`src/rtl/lcd_hd44780_responder.sv`:
```
// Panel-side HD44780 responder: decodes controller bus cycles, holds DDRAM/cursor state,
// models the busy flag and answers status/data reads.
module lcd_hd44780_responder #(
   parameter int unsigned BUSY_CYCLES  = 40,
   parameter int unsigned CLEAR_CYCLES = 1640
) (
   input  logic       clk,
   input  logic       rst_n,
   input  logic       lcd_rs,
   input  logic       lcd_rw,
   input  logic       lcd_e,
   input  logic [7:0] lcd_data_in,
   output logic [7:0] lcd_data_out,
   output logic       lcd_data_oe,
   output logic       busy,
   output logic [6:0] addr_counter,
   output logic       display_on,
   output logic       wr_valid,
   output logic [6:0] wr_addr,
   output logic [7:0] wr_char,
   output logic       protocol_err,
   input  logic [6:0] dbg_addr,
   output logic [7:0] dbg_char
);

   localparam int unsigned AW      = 7;
   localparam int unsigned DW      = 8;
   localparam int unsigned DEPTH   = 128;
   localparam int unsigned MAX_CYC = (CLEAR_CYCLES > BUSY_CYCLES) ? CLEAR_CYCLES : BUSY_CYCLES;
   localparam int unsigned CW      = $clog2(MAX_CYC + 1);
   localparam logic [DW-1:0] CHAR_SPACE = 8'h20;

   typedef enum logic [0:0] {S_IDLE = 1'b0, S_BUSY = 1'b1} state_t;

   state_t          state_q, state_d;
   logic [CW-1:0]   cnt_q, cnt_d;
   logic            e_q, e_d;
   logic            rs_lat_q, rs_lat_d;
   logic            rw_lat_q, rw_lat_d;
   logic            seen_rise_q, seen_rise_d;
   logic            mid_chg_q, mid_chg_d;
   logic [AW-1:0]   ac_q, ac_d;
   logic            id_q, id_d;
   logic            s_q, s_d;
   logic            disp_q, disp_d;
   logic            oe_q, oe_d;
   logic [DW-1:0]   dout_q, dout_d;
   logic            wr_valid_q, wr_valid_d;
   logic [AW-1:0]   wr_addr_q, wr_addr_d;
   logic [DW-1:0]   wr_char_q, wr_char_d;
   logic            perr_q, perr_d;
   logic            fill_q, fill_d;
   logic [AW-1:0]   fill_addr_q, fill_addr_d;
   logic [DW-1:0]   ddram_q [DEPTH];

   logic            rise_c, fall_c, is_busy_c;
   logic            busy_start_c, busy_long_c;
   logic            mem_we_c;
   logic [AW-1:0]   mem_waddr_c;
   logic [DW-1:0]   mem_wdata_c;
   logic [DW-1:0]   cmd_c;

   // Cursor step following the two-line DDRAM map; off-map addresses wrap mod 128.
   function automatic logic [AW-1:0] ac_step(input logic [AW-1:0] a, input logic inc);
      logic [AW-1:0] r;
      if (inc) begin
         if (a == 7'h27)      r = 7'h40;
         else if (a == 7'h67) r = 7'h00;
         else                 r = a + AW'(1);
      end else begin
         if (a == 7'h00)      r = 7'h67;
         else if (a == 7'h40) r = 7'h27;
         else                 r = a - AW'(1);
      end
      return r;
   endfunction

   // State register
   always_ff @(posedge clk or negedge rst_n) begin
      if (!rst_n) begin
         state_q <= S_IDLE;
         cnt_q   <= '0;
      end else begin
         state_q <= state_d;
         cnt_q   <= cnt_d;
      end
   end

   // Next-state: busy counter loaded at an accepted write, idle once it reaches zero
   always_comb begin
      state_d = state_q;
      cnt_d   = cnt_q;
      case (state_q)
         S_IDLE: begin
            if (busy_start_c) begin
               state_d = S_BUSY;
               cnt_d   = busy_long_c ? CW'(CLEAR_CYCLES - 1) : CW'(BUSY_CYCLES - 1);
            end
         end
         S_BUSY: begin
            if (cnt_q == '0) state_d = S_IDLE;
            else             cnt_d   = cnt_q - CW'(1);
         end
         default: state_d = S_IDLE;
      endcase
   end

   // Output/datapath: strobe decode, reads, command execution, clear fill
   always_comb begin
      rise_c       = lcd_e & ~e_q;
      fall_c       = ~lcd_e & e_q;
      is_busy_c    = (state_q == S_BUSY);
      cmd_c        = lcd_data_in;
      busy_start_c = 1'b0;
      busy_long_c  = 1'b0;
      mem_we_c     = 1'b0;
      mem_waddr_c  = fill_addr_q;
      mem_wdata_c  = CHAR_SPACE;
      e_d          = lcd_e;
      rs_lat_d     = rs_lat_q;
      rw_lat_d     = rw_lat_q;
      seen_rise_d  = seen_rise_q;
      mid_chg_d    = mid_chg_q;
      ac_d         = ac_q;
      id_d         = id_q;
      s_d          = s_q;
      disp_d       = disp_q;
      oe_d         = oe_q;
      dout_d       = dout_q;
      wr_valid_d   = 1'b0;
      wr_addr_d    = wr_addr_q;
      wr_char_d    = wr_char_q;
      perr_d       = 1'b0;
      fill_d       = fill_q;
      fill_addr_d  = fill_addr_q;

      if (fill_q) begin
         mem_we_c    = 1'b1;
         fill_addr_d = fill_addr_q + AW'(1);
         if (fill_addr_q == AW'(DEPTH - 1)) fill_d = 1'b0;
      end

      if (rise_c) begin
         rs_lat_d    = lcd_rs;
         rw_lat_d    = lcd_rw;
         seen_rise_d = 1'b1;
         mid_chg_d   = 1'b0;
         if (lcd_rw) begin
            oe_d   = 1'b1;
            dout_d = lcd_rs ? ddram_q[ac_q] : {is_busy_c, ac_q};
         end
      end else if (lcd_e && e_q) begin
         if ((lcd_rs != rs_lat_q) || (lcd_rw != rw_lat_q)) mid_chg_d = 1'b1;
      end

      if (fall_c) begin
         oe_d   = 1'b0;
         dout_d = '0;
      end

      if (fall_c && seen_rise_q) begin
         perr_d = mid_chg_q;
         if (rw_lat_q) begin
            if (rs_lat_q) begin
               if (is_busy_c) perr_d = 1'b1;
               else           ac_d   = ac_step(ac_q, id_q);
            end
         end else if (is_busy_c) begin
            perr_d = 1'b1;
         end else if (rs_lat_q) begin
            mem_we_c     = 1'b1;
            mem_waddr_c  = ac_q;
            mem_wdata_c  = cmd_c;
            wr_valid_d   = 1'b1;
            wr_addr_d    = ac_q;
            wr_char_d    = cmd_c;
            ac_d         = ac_step(ac_q, id_q);
            busy_start_c = 1'b1;
         end else begin
            // Instruction decode keyed on the highest set bit
            busy_start_c = (cmd_c != '0);
            if (cmd_c[7]) begin
               ac_d = cmd_c[6:0];
            end else if (cmd_c[6] || cmd_c[5]) begin
               ac_d = ac_q;
            end else if (cmd_c[4]) begin
               if (!cmd_c[3]) ac_d = ac_step(ac_q, cmd_c[2]);
            end else if (cmd_c[3]) begin
               disp_d = cmd_c[2];
            end else if (cmd_c[2]) begin
               id_d = cmd_c[1];
               s_d  = cmd_c[0];
            end else if (cmd_c[1]) begin
               ac_d        = '0;
               busy_long_c = 1'b1;
            end else if (cmd_c[0]) begin
               ac_d        = '0;
               id_d        = 1'b1;
               fill_d      = 1'b1;
               fill_addr_d = '0;
               busy_long_c = 1'b1;
            end
         end
      end
   end

   always_ff @(posedge clk or negedge rst_n) begin
      if (!rst_n) begin
         e_q         <= 1'b0;
         rs_lat_q    <= 1'b0;
         rw_lat_q    <= 1'b0;
         seen_rise_q <= 1'b0;
         mid_chg_q   <= 1'b0;
         ac_q        <= '0;
         id_q        <= 1'b1;
         s_q         <= 1'b0;
         disp_q      <= 1'b0;
         oe_q        <= 1'b0;
         dout_q      <= '0;
         wr_valid_q  <= 1'b0;
         wr_addr_q   <= '0;
         wr_char_q   <= '0;
         perr_q      <= 1'b0;
         fill_q      <= 1'b0;
         fill_addr_q <= '0;
      end else begin
         e_q         <= e_d;
         rs_lat_q    <= rs_lat_d;
         rw_lat_q    <= rw_lat_d;
         seen_rise_q <= seen_rise_d;
         mid_chg_q   <= mid_chg_d;
         ac_q        <= ac_d;
         id_q        <= id_d;
         s_q         <= s_d;
         disp_q      <= disp_d;
         oe_q        <= oe_d;
         dout_q      <= dout_d;
         wr_valid_q  <= wr_valid_d;
         wr_addr_q   <= wr_addr_d;
         wr_char_q   <= wr_char_d;
         perr_q      <= perr_d;
         fill_q      <= fill_d;
         fill_addr_q <= fill_addr_d;
      end
   end

   // DDRAM: reset restores the blank-space image
   always_ff @(posedge clk or negedge rst_n) begin
      if (!rst_n) begin
         for (int i = 0; i < int'(DEPTH); i++) ddram_q[i] <= CHAR_SPACE;
      end else if (mem_we_c) begin
         ddram_q[mem_waddr_c] <= mem_wdata_c;
      end
   end

   assign lcd_data_out = dout_q;
   assign lcd_data_oe  = oe_q;
   assign busy         = is_busy_c;
   assign addr_counter = ac_q;
   assign display_on   = disp_q;
   assign wr_valid     = wr_valid_q;
   assign wr_addr      = wr_addr_q;
   assign wr_char      = wr_char_q;
   assign protocol_err = perr_q;
   assign dbg_char     = ddram_q[dbg_addr];

endmodule

```
`config.mk`:
```
export PLATFORM = sky130hd
export DESIGN_NAME = lcd_hd44780_responder
export DESIGN_NICKNAME = d
export VERILOG_FILES = /design/src/rtl/lcd_hd44780_responder.sv
export SDC_FILE = /design/constraint.sdc
export NUM_CORES = 2
export LEC_CHECK = 0
export CORE_MARGIN = 2
export CORE_UTILIZATION = 50
export DETAILED_ROUTE_END_ITERATION = 6
export PLACE_DENSITY = 0.67
export SLEW_MARGIN = 0
export SYNTH_ARGS = -nofsm -noshare
export SYNTH_HDL_FRONTEND = slang
export SYNTH_SLANG_ARGS = --single-unit
```
`constraint.sdc`:
```
create_clock -name clk -period 4.1 [get_ports clk]
set_input_delay 0.615 -clock clk [delete_from_list [all_inputs] [get_ports clk]]
set_output_delay 0.615 -clock clk [all_outputs]
set_load 0.005 [all_outputs]
```
==> out/metrics.csv <==
metric,value,unit
finalNonFillerCells,6148,
async_flop_share,1.00,
fmax,247,MHz
clock_latency,0.77,ns
clock_power_share,0.489,
clk_pin_slew,0.06,ns
io_pins,63,
clockBufferDepth,3,
holdPathStages,1,
hold_end,e_q$_DFF_PN0_,
globalplace.congestion,0.933,
io_buffer_count,62,
htreeDepth,3,
p_comb_frac,0.037,
first_pass_iters,6,
hold_class,in2reg,
drc,0,
grt_max_degree,145,
totalWireLength,195000,um
syn-instance-count,4406,
die-width,349,um
placed_cell_area,63800,um^2
slew_violations,0,
syn_area_per_cell,13.5,um^2
finalHoldViolCount,0,
syn_area,59600,um^2
reg2reg_from,addr_counter[1]$_DFFE_PN0P_,
reg2reg_depth,6,
seq_area_frac_synth,0.458,
required,3.48,ns
vdd_ir_drop_max,438,uV
drive_gt1_frac,0.430,
grt_pass1_vias,41300,
worstSetupPathType,reg2out,
power.density,334,nW/um^2
synth_cell_types,72,
power_switching,5.16,mW
yosysWarnings,0,
r2r_end,ddram_q[396]$_DFFE_PN0P_,
post-dp-hpwl,131000,um
timing.reg2reg.setup_slack,0.40,ns
vias,41700,
period_share,0.988,
synth_edf_count,0,
grt-ovfl-total,0,
tightest_slew,1.23,ns
antenna_left,0,
synth_top_area_share,0.401,
syn-num-nets,4433,
seq_power_share,0.474,
synth_top_area_cell,dfrtp_1,
fin_nets,4534,
fin_crit,4.05,ns
dieArea,122000,um^2
rsz0062_at_grt,no,
relSlewSlack,0.179,
swShare,0.228,
initial_core_util,0.504,
status,completed,
placementRows,126,
cts_buffers,116,
total_leakage_power,28.7,nW
intPower,17.5,mW
clock-sinks,1084,
clock-root-buffer,clkbuf_16,
crit_arrival,3.43,ns
stdcell_area,67900,um^2
startpoint_type,register,
setup_viol_count_final,0,
grt_pass1_wl,290000,um
areaGrowthSynthToFinish,13.8,%
min_from,lcd_e,
synthTopCellsByArea,"dfrtp_1 (40%), mux4_2 (19%), mux2_2 (12%)",
cts_tree,done,
maxCapViolations,0,
drt_iter0_drc,5200,
fp.coreArea,118000,um^2
fin_skew,0.0309,ns
wl_per_cell,31.7,um
via_per_inst,6.78,
die_height,349,um
ys.flop_type,dfrtp_1,
crit_path_end_kind,primary output,
dp_cells,5920,
cp_max_fo,3,
gr-usage-all-layers,0.325,
antenna_found_initial,12,
synth-seq-cells,1084,
==> cell type report <==
| class | count | area [um^2] |
|---|---|---|
| Antenna cell | 2 | 5.00 |
| Clock buffer | 176 | 3410 |
| Clock inverter | 45 | 588 |
| Fill cell | 9372 | 50400 |
| Inverter | 17 | 63.8 |
| Multi-Input combinational cell | 2897 | 30600 |
| Sequential cell | 1084 | 27300 |
| Tap cell | 1536 | 1920 |
| Timing Repair Buffer | 391 | 3960 |
==> worst max-delay path: stages, from the launching register on <==
cell	delay (ns)
dfrtp_1	0.41
mux4_2	0.48
mux4_2	0.59
mux4_2	0.64
o21a_4	0.29
dlygate4sd2_1	0.26
==> cells in the mapped netlist, types with 28 or more instances <==
cell type    n
nand2_1    393
dfstp_2    129
mux2_2     654
clkbuf_1   258
nor2_1     163
nor4_4      80
buf_4       42
buf_2       63
a221oi_1    55
nand3_1     34
dfrtp_1    955
o21ai_0    329
a22oi_1     45
mux2i_1    181
buf_1       28
mux4_2     515
a21oi_1    139
==> power groups by stage <==
stage | Clock [mW] | Sequential [mW] | Combinational (mW)
after floorplan | 0 | 10.9 | 0.346
after global placement | 0 | 10.9 | 0.830
after detailed placement | 0 | 10.9 | 0.835
after CTS | 11.2 | 10.7 | 0.841
after global routing | 11.6 | 10.7 | 0.903
final | 11.1 | 10.7 | 0.833
==> metrics by stage <==
step | util | setup TNS, ns | worst slack, ns | hold WS, ns | total power, mW
after floorplan | - | 0 | 0.573 | 0.319 | 11.3
after global placement | 0.539 | -0.265 | -0.0905 | 0.459 | 11.8
after detailed placement | 0.539 | -0.807 | -0.0879 | 0.462 | 11.8
after CTS | 0.574 | 0 | 0.00348 | 0.372 | 22.8
after global routing | 0.574 | 0 | 0.0355 | 0.390 | 23.3
final | 0.574 | 0 | 0.0510 | 0.398 | 22.7
==> sequential cells by signal (all words and copies together) (netlist names), 7 cells and up <==
| register | cells |
|---|---|
| wr_addr | 7 |
| wr_char | 8 |
| ddram_q | 1024 |
| fill_addr_q | 7 |
| addr_counter | 7 |
| lcd_data_out | 8 |
| cnt_q | 11 |
==> cell usage in the layout (no fill, tap or decap), types with 12 or more instances in the layout <==
cell	synthesis	routed
nand2_1	393	393
mux2i_1	181	181
nand4_1	17	17
nor2_1	163	160
clkinv_2	0	17
a221oi_1	55	55
mux4_2	515	515
xnor2_1	12	12
a31oi_1	14	12
inv_1	13	13
clkbuf_1	258	32
bufinv_16	0	12
nor2b_1	17	15
nor4_4	80	80
buf_4	42	261
a211oi_1	15	15
nor3_1	17	17
nand3_1	34	34
clkbuf_16	0	116
a22oi_1	45	45
a21oi_1	139	138
clkdlybuf4s50_1	0	48
nor4_1	12	12
mux2_2	654	654
clkbuf_8	0	28
dfrtp_1	955	951
dfstp_2	129	129
o21ai_0	329	329
buf_12	0	69
==> repair_timing <==
item | CTS | global route
setup endpoints to repair | 8 | 1
hold endpoints to repair | 42 | 0
gates resized for setup | 19 | 1
pin swaps | 1 | 0
hold buffers | 1 | 0
setup buffers | 4 | 0
==> how the worst max path moves through the flow <==
stage / from / to / slack [ns] / cells past startpoint
4_1_cts: ddram_q[321]$_DFFE_PN0P_ / dbg_char[1] / 0.003 / 5
2_1_floorplan: dbg_addr[0] / dbg_char[0] / 0.57 / 6
5_1_grt: ddram_q[998]$_DFFE_PN0P_ / dbg_char[6] / 0.04 / 5
3_5_place_dp: dbg_addr[0] / dbg_char[3] / -0.09 / 11
3_3_place_gp: dbg_addr[0] / dbg_char[3] / -0.09 / 11
6_report: ddram_q[878]$_DFFE_PN0P_ / dbg_char[6] / 0.05 / 5
==> metal layers <==
layer  up-vias  routed length (um)  GRT usage
li1      17100                   -          -
met1     21900               77900      0.456
met2      2225               87300      0.481
met3       486               20700     0.0853
met4        12                9140      0.135
met5         -                  72          0
==> cells by family after synthesis <==
kind of cell	Yosys count	share of synthesized area
buffers and inverters	425	0.0329
XOR/XNOR	22	0.00323
flip-flops	1084	0.458
AO/OA/AOI/OAI	688	0.0693
adder cells (fa/ha/maj)	7	0.00147
multiplexers	1363	0.352
AND/OR/NAND/NOR	817	0.0841
(Power assumes the default switching activity.)
